`config.mk`:
```
export PLATFORM = sky130hd
export DESIGN_NAME = vga_sxga_timing_top
export DESIGN_NICKNAME = d
export VERILOG_FILES = /design/src/rtl/vga_timing_pkg.sv /design/src/rtl/vga_axis_counter.sv /design/src/rtl/vga_sxga_timing_top.sv
export SDC_FILE = /design/constraint.sdc
export NUM_CORES = 1
export LEC_CHECK = 0
export ABC_AREA = 1
export ABC_CLOCK_PERIOD_IN_PS = 1800
export CAP_MARGIN = 20
export CORE_MARGIN = 3
export CORE_UTILIZATION = 46
export CTS_CLUSTER_DIAMETER = 80
export DETAILED_ROUTE_END_ITERATION = 8
export MAX_ROUTING_LAYER = met4
export PLACE_DENSITY = 0.9
export SYNTH_ARGS = -nofsm -noshare
export SYNTH_HDL_FRONTEND = slang
export SYNTH_SLANG_ARGS = --single-unit
```
`constraint.sdc`:
```
create_clock -name FCLK -period 1.8 [get_ports FCLK]
set_input_delay 0.27 -clock FCLK [delete_from_list [all_inputs] [get_ports FCLK]]
set_output_delay 0.27 -clock FCLK [all_outputs]
set_load 0.005 [all_outputs]
```
`src/rtl/vga_timing_pkg.sv`:
```
// Shared constants and payload types for the SXGA timing generator.
// Default timing is 1280x1024@60 with a 108 MHz pixel clock.
package vga_timing_pkg;

  localparam int unsigned COORD_W = 11;

  localparam int unsigned SXGA_H_VISIBLE = 1280;
  localparam int unsigned SXGA_H_FRONT   = 48;
  localparam int unsigned SXGA_H_SYNC    = 112;
  localparam int unsigned SXGA_H_BACK    = 248;
  localparam int unsigned SXGA_V_VISIBLE = 1024;
  localparam int unsigned SXGA_V_FRONT   = 1;
  localparam int unsigned SXGA_V_SYNC    = 3;
  localparam int unsigned SXGA_V_BACK    = 38;

  localparam int unsigned RGB_R_MSB = 7;
  localparam int unsigned RGB_R_LSB = 5;
  localparam int unsigned RGB_G_MSB = 4;
  localparam int unsigned RGB_G_LSB = 2;
  localparam int unsigned RGB_B_MSB = 1;
  localparam int unsigned RGB_B_LSB = 0;

  // RGB332 pixel as presented by the pixel source.
  typedef struct packed {
    logic [RGB_R_MSB-RGB_R_LSB:0] r;
    logic [RGB_G_MSB-RGB_G_LSB:0] g;
    logic [RGB_B_MSB-RGB_B_LSB:0] b;
  } rgb332_t;

endpackage

```
`src/rtl/vga_axis_counter.sv`:
```
// One timing axis: wrapping position counter plus sync and visible decodes.
// The decodes are combinational on the registered count.
module vga_axis_counter
  import vga_timing_pkg::*;
#(
  parameter int unsigned VISIBLE          = SXGA_H_VISIBLE,
  parameter int unsigned FRONT            = SXGA_H_FRONT,
  parameter int unsigned SYNC             = SXGA_H_SYNC,
  parameter int unsigned BACK             = SXGA_H_BACK,
  parameter bit          SYNC_ACTIVE_HIGH = 1'b1
) (
  input  logic               FCLK,
  input  logic               RST_IN,
  input  logic               en,
  output logic [COORD_W-1:0] count,
  output logic               wrap,
  output logic               sync,
  output logic               active
);

  localparam int unsigned TOTAL      = VISIBLE + FRONT + SYNC + BACK;
  localparam int unsigned SYNC_START = VISIBLE + FRONT;
  localparam int unsigned SYNC_END   = SYNC_START + SYNC;

  logic [COORD_W-1:0] last_c;
  logic               at_end_c;
  logic               in_sync_c;
  logic [31:0]        count_u;

  assign last_c   = COORD_W'(TOTAL - 1);
  assign at_end_c = (count == last_c);
  assign count_u  = 32'(count);

  always_ff @(posedge FCLK or posedge RST_IN) begin
    if (RST_IN) begin
      count <= '0;
    end else if (en) begin
      count <= at_end_c ? '0 : count + COORD_W'(1);
    end
  end

  // Decodes are done at 32 bits so a sync ending exactly at 2048 still works.
  assign in_sync_c = (count_u >= SYNC_START) && (count_u < SYNC_END) && !RST_IN;
  assign wrap      = en && at_end_c;
  assign sync      = in_sync_c ? SYNC_ACTIVE_HIGH : !SYNC_ACTIVE_HIGH;
  assign active    = (count_u < VISIBLE) && !RST_IN;

endmodule

```
`src/rtl/vga_sxga_timing_top.sv`:
```
// SXGA VGA timing generator with pixel gating towards the DAC pins.
// A clock-enable divider stands in for a DCM-generated pixel clock.
module vga_sxga_timing_top
  import vga_timing_pkg::*;
#(
  parameter int unsigned H_VISIBLE        = SXGA_H_VISIBLE,
  parameter int unsigned H_FRONT          = SXGA_H_FRONT,
  parameter int unsigned H_SYNC           = SXGA_H_SYNC,
  parameter int unsigned H_BACK           = SXGA_H_BACK,
  parameter int unsigned V_VISIBLE        = SXGA_V_VISIBLE,
  parameter int unsigned V_FRONT          = SXGA_V_FRONT,
  parameter int unsigned V_SYNC           = SXGA_V_SYNC,
  parameter int unsigned V_BACK           = SXGA_V_BACK,
  parameter bit          SYNC_ACTIVE_HIGH = 1'b1,
  parameter int unsigned CLK_DIV          = 1
) (
  input  logic               FCLK,
  input  logic               RST_IN,
  input  logic [7:0]         PIXEL_DATA,
  output logic               DISPLAY_EN,
  output logic [COORD_W-1:0] POS_X,
  output logic [COORD_W-1:0] POS_Y,
  output logic [2:0]         R,
  output logic [2:0]         G,
  output logic [1:0]         B,
  output logic               HSYNC,
  output logic               VSYNC
);

  localparam int unsigned DIV_W = (CLK_DIV > 1) ? $clog2(CLK_DIV) : 1;

  logic [DIV_W-1:0] div_q;
  logic             tick;
  logic             h_wrap;
  logic             v_wrap_unused;
  logic             h_active;
  logic             v_active;
  rgb332_t          pix;

  assign tick = (div_q == DIV_W'(CLK_DIV - 1));

  // Pixel clock enable: one tick every CLK_DIV FCLK cycles.
  always_ff @(posedge FCLK or posedge RST_IN) begin
    if (RST_IN) begin
      div_q <= '0;
    end else if (tick) begin
      div_q <= '0;
    end else begin
      div_q <= div_q + DIV_W'(1);
    end
  end

  vga_axis_counter #(
    .VISIBLE          (H_VISIBLE),
    .FRONT            (H_FRONT),
    .SYNC             (H_SYNC),
    .BACK             (H_BACK),
    .SYNC_ACTIVE_HIGH (SYNC_ACTIVE_HIGH)
  ) u_h (
    .FCLK   (FCLK),
    .RST_IN (RST_IN),
    .en     (tick),
    .count  (POS_X),
    .wrap   (h_wrap),
    .sync   (HSYNC),
    .active (h_active)
  );

  vga_axis_counter #(
    .VISIBLE          (V_VISIBLE),
    .FRONT            (V_FRONT),
    .SYNC             (V_SYNC),
    .BACK             (V_BACK),
    .SYNC_ACTIVE_HIGH (SYNC_ACTIVE_HIGH)
  ) u_v (
    .FCLK   (FCLK),
    .RST_IN (RST_IN),
    .en     (tick && h_wrap),
    .count  (POS_Y),
    .wrap   (v_wrap_unused),
    .sync   (VSYNC),
    .active (v_active)
  );

  assign DISPLAY_EN = h_active && v_active && !RST_IN;

  // Blank the DAC outside the visible area.
  assign pix = rgb332_t'(PIXEL_DATA);
  assign R   = DISPLAY_EN ? pix.r : 3'd0;
  assign G   = DISPLAY_EN ? pix.g : 3'd0;
  assign B   = DISPLAY_EN ? pix.b : 2'd0;

endmodule

```
==> run summary <==
Worst VDD drop -> 477 µV
Final hold viol count -> 0
Die W -> 60.7 µm
Synthesis Warnings -> 0
# nets final -> 272
Fin crit share -> 95.7%
Vias in the first global route -> 1366
Sequential area share after synthesis -> 40.0%
Simple-gate share of the synthesized area -> 35.3%
Layout cell share with drive strength beyond 1 -> 22.5%
Critical path fanouts, max -> 3
Synth cell types -> 23
Post-synth net total -> 203
CTS tree -> yes
WL/cell -> 12.7 µm
Post-Syn Area -> 1380 µm²
Status -> finished clean
Clk_skew -> 0.00482 ns
Gr ovfl total -> 0
Data required time of the critical path -> 1.53 ns
Power Total -> 0.845 mW
Pwr dens -> 415 nW/µm²
Placer Congestion -> 0.923
Number of core rows -> 19
Final ANT Viol Nets -> 0
Worst-path clk slew -> 0.13 ns
Pin count of the biggest net entering global routing -> 23
Synth Area per Inst -> 7.24 µm²
Port bufs -> 42
Slowest CP cell -> dfrtp_1
Max clock buf depth -> 2
EDFF count, synth -> 0
Multiplexer area fraction after synthesis -> 0%
Area growth syn-to-layout -> 48.0%
Max Fclk -> 581 MHz
P_leak -> 1.01 nW
Least-Margin Pin Slew -> 0.356 ns
# setup viols final -> 0
Area after DPL -> 1970 µm²
Buf+Inv Stages, Crit Path -> 2
Critical path startpoint category -> flop
RSZ-0062 raised after global routing -> true
Crit path kind -> reg2out
Synth Register Bits -> 22
ANT cells -> 0
CP delay by family, top -> flip-flops
Design Area, Final -> 2040 µm²
CTS Buf Count -> 3
Slew Viols, Final -> 0
Hold WC Path Type -> in2async
Root Buffer Master -> clkbuf_4
Detailed-route DRC error count -> 0
Post-Route WL -> 3680 µm
Initial antenna violation count -> 0
Worst EP arrival -> 1.45 ns
Pre-antenna DRT Iters -> 5
Core area -> 2810 µm²
Initial drt markers -> 49
Clk Latency, worst-skew pair -> 0.31 ns
Cells after DPL -> 280
H-tree levels -> 1
Global-route wire length before repair -> 5920 µm
Compound-Gate Fraction of Synth Area -> 3.82%
Largest family of logic cells by synthesized area -> simple AND/OR/NAND/NOR gates
Final Critical Period -> 1.72 ns
Clock sink total -> 22
Max incr delay on CP -> 0.41 ns
Post-place setup slack -> -0.155 ns
IO Count -> 43
Most used DFF post-synth -> dfrtp_1
GRT Overall Usage -> 21.9%
Worst setup margin -> 0.0782 ns
Relative slew slack -> 76.1%
Xor/xnor share of the synthesized area -> 7.00%
Initial Util -> 49.1%
Post-detail-place hpwl -> 2670 µm
Die area -> 3680 µm²
Fin cells -> 289
Die Ht -> 60.7 µm
Critical-path cell list -> inv_1, ha_2, nor3_2, nor3_2, clkdlybuf4s15_1
Crit-path most repeated cell -> nor3_2
Total of max-cap violations -> 0
Fraction of registers with async set/reset -> 100%
Vias -> 1470
Area share of fa/ha/maj cells after synthesis -> 2.73%
Endpoint class of the critical path -> primary output
Via density per instance -> 5.09
Synth Instances -> 190
## what timing repair did
action,4_1_cts,5_1_grt
gates resized for setup,33,14
buffers inserted,4,1
hold buffers,0,0
pin swaps,1,3
endpoints found under the hold margin,0,0
endpoints found under the setup margin,11,9
## registers in the layout, indices dropped and copies added (netlist names)
| register | count |
|---|---|
| u_v.count | 11 |
| u_h.count | 11 |
## cells by family (layout without fill, tap and decap cells)
| family | after synthesis | in the layout |
|---|---|---|
| DFF | 22 | 22 |
| and+or+nand+nor | 107 | 107 |
| AOI/OAI and AO/OA | 9 | 9 |
| adders and majority gates | 3 | 3 |
| buffers and inverters | 38 | 106 |
| xor gates and xnor gates | 11 | 11 |
## Yosys cell counts (3+ instances only)
cell type / n / area (µm²)
buf_2: 3 / 15.0
dfrtp_1: 22 / 551
ha_1: 3 / 37.5
inv_1: 33 / 124
nand2_1: 40 / 150
nand3_1: 12 / 60.1
nand4_1: 6 / 37.5
nor2_1: 33 / 124
nor3_1: 6 / 30.0
o21ai_0: 6 / 30.0
xor2_1: 10 / 87.6
## worst register-to-register path, cell delays in order, from the launching register on
cell and delay (ns):
dfrtp_1 0.43, ha_1 0.22, nand2_2 0.09, nor2_4 0.13, inv_2 0.05, nor2_4 0.11
buf_4 0.17, nand2_1 0.08, xor2_1 0.14
## area by class of cell
| type | instances | area (µm²) |
|---|---|---|
| multi-input combinational | 130 | 699 |
| clock buffer | 4 | 36.3 |
| sequential | 22 | 551 |
| timing repair buffer | 68 | 584 |
| tap | 31 | 38.8 |
| inverter | 34 | 128 |
| fill | 206 | 768 |
## metal layers
metal,GRT usage (%),vias to the layer above,part of all wire [%]
met5,-,-,0
met4,6.50,0,0.98
met3,2.98,6,8.7
met2,36.9,72,50
met1,27.2,673,40
li1,-,719,-
## layout by cell type, fill, tap and decap left out, types with 7 or more instances in the layout
cell / netlist / routed
buf_2: 3 / 7
nand3_1: 12 / 11
inv_1: 33 / 32
dfrtp_1: 22 / 22
buf_4: 0 / 23
clkdlybuf4s50_1: 0 / 31
nor2_1: 33 / 29
xor2_1: 10 / 10
nand2_1: 40 / 40
## worst paths after layout
path | slack, ns | cells after the start | end | startpoint
hold reg to reg | 0.51 | 1 | u_h.count[0] | u_h.count[0]
setup / recovery | 0.08 | 5 | VSYNC | u_v.count[1]
hold / removal | 0.40 | 3 | u_v.count[5] | RST_IN
max in group asynchronous | 1.18 | 3 | u_h.count[3] | RST_IN
setup reg to reg | 0.28 | 8 | u_v.count[4] | u_h.count[0]
min in group FCLK | 0.51 | 1 | u_h.count[0] | u_h.count[0]
## stage by stage
step                      hold slack [ns]  util (%)  TNS [ns]
after floorplan                     0.268         -         0
after global placement              0.481      70.1     -1.04
after detailed placement            0.492      70.1     -1.33
after CTS                           0.403      71.5   -0.0328
after global routing                0.417      72.6   -0.0241
final                               0.396      72.6         0
## where the power goes
| group | internal (mW) | total, mW | switching (mW) | leakage [nW] |
|---|---|---|---|---|
| combinational | 0.0371 | 0.0665 | 0.0294 | 0.698 |
| clock | 0.124 | 0.285 | 0.161 | 0.0210 |
| sequential | 0.494 | 0.494 | 0 | 0.293 |
| total | 0.655 | 0.845 | 0.191 | 1.01 |
(Power assumes the default switching activity.)
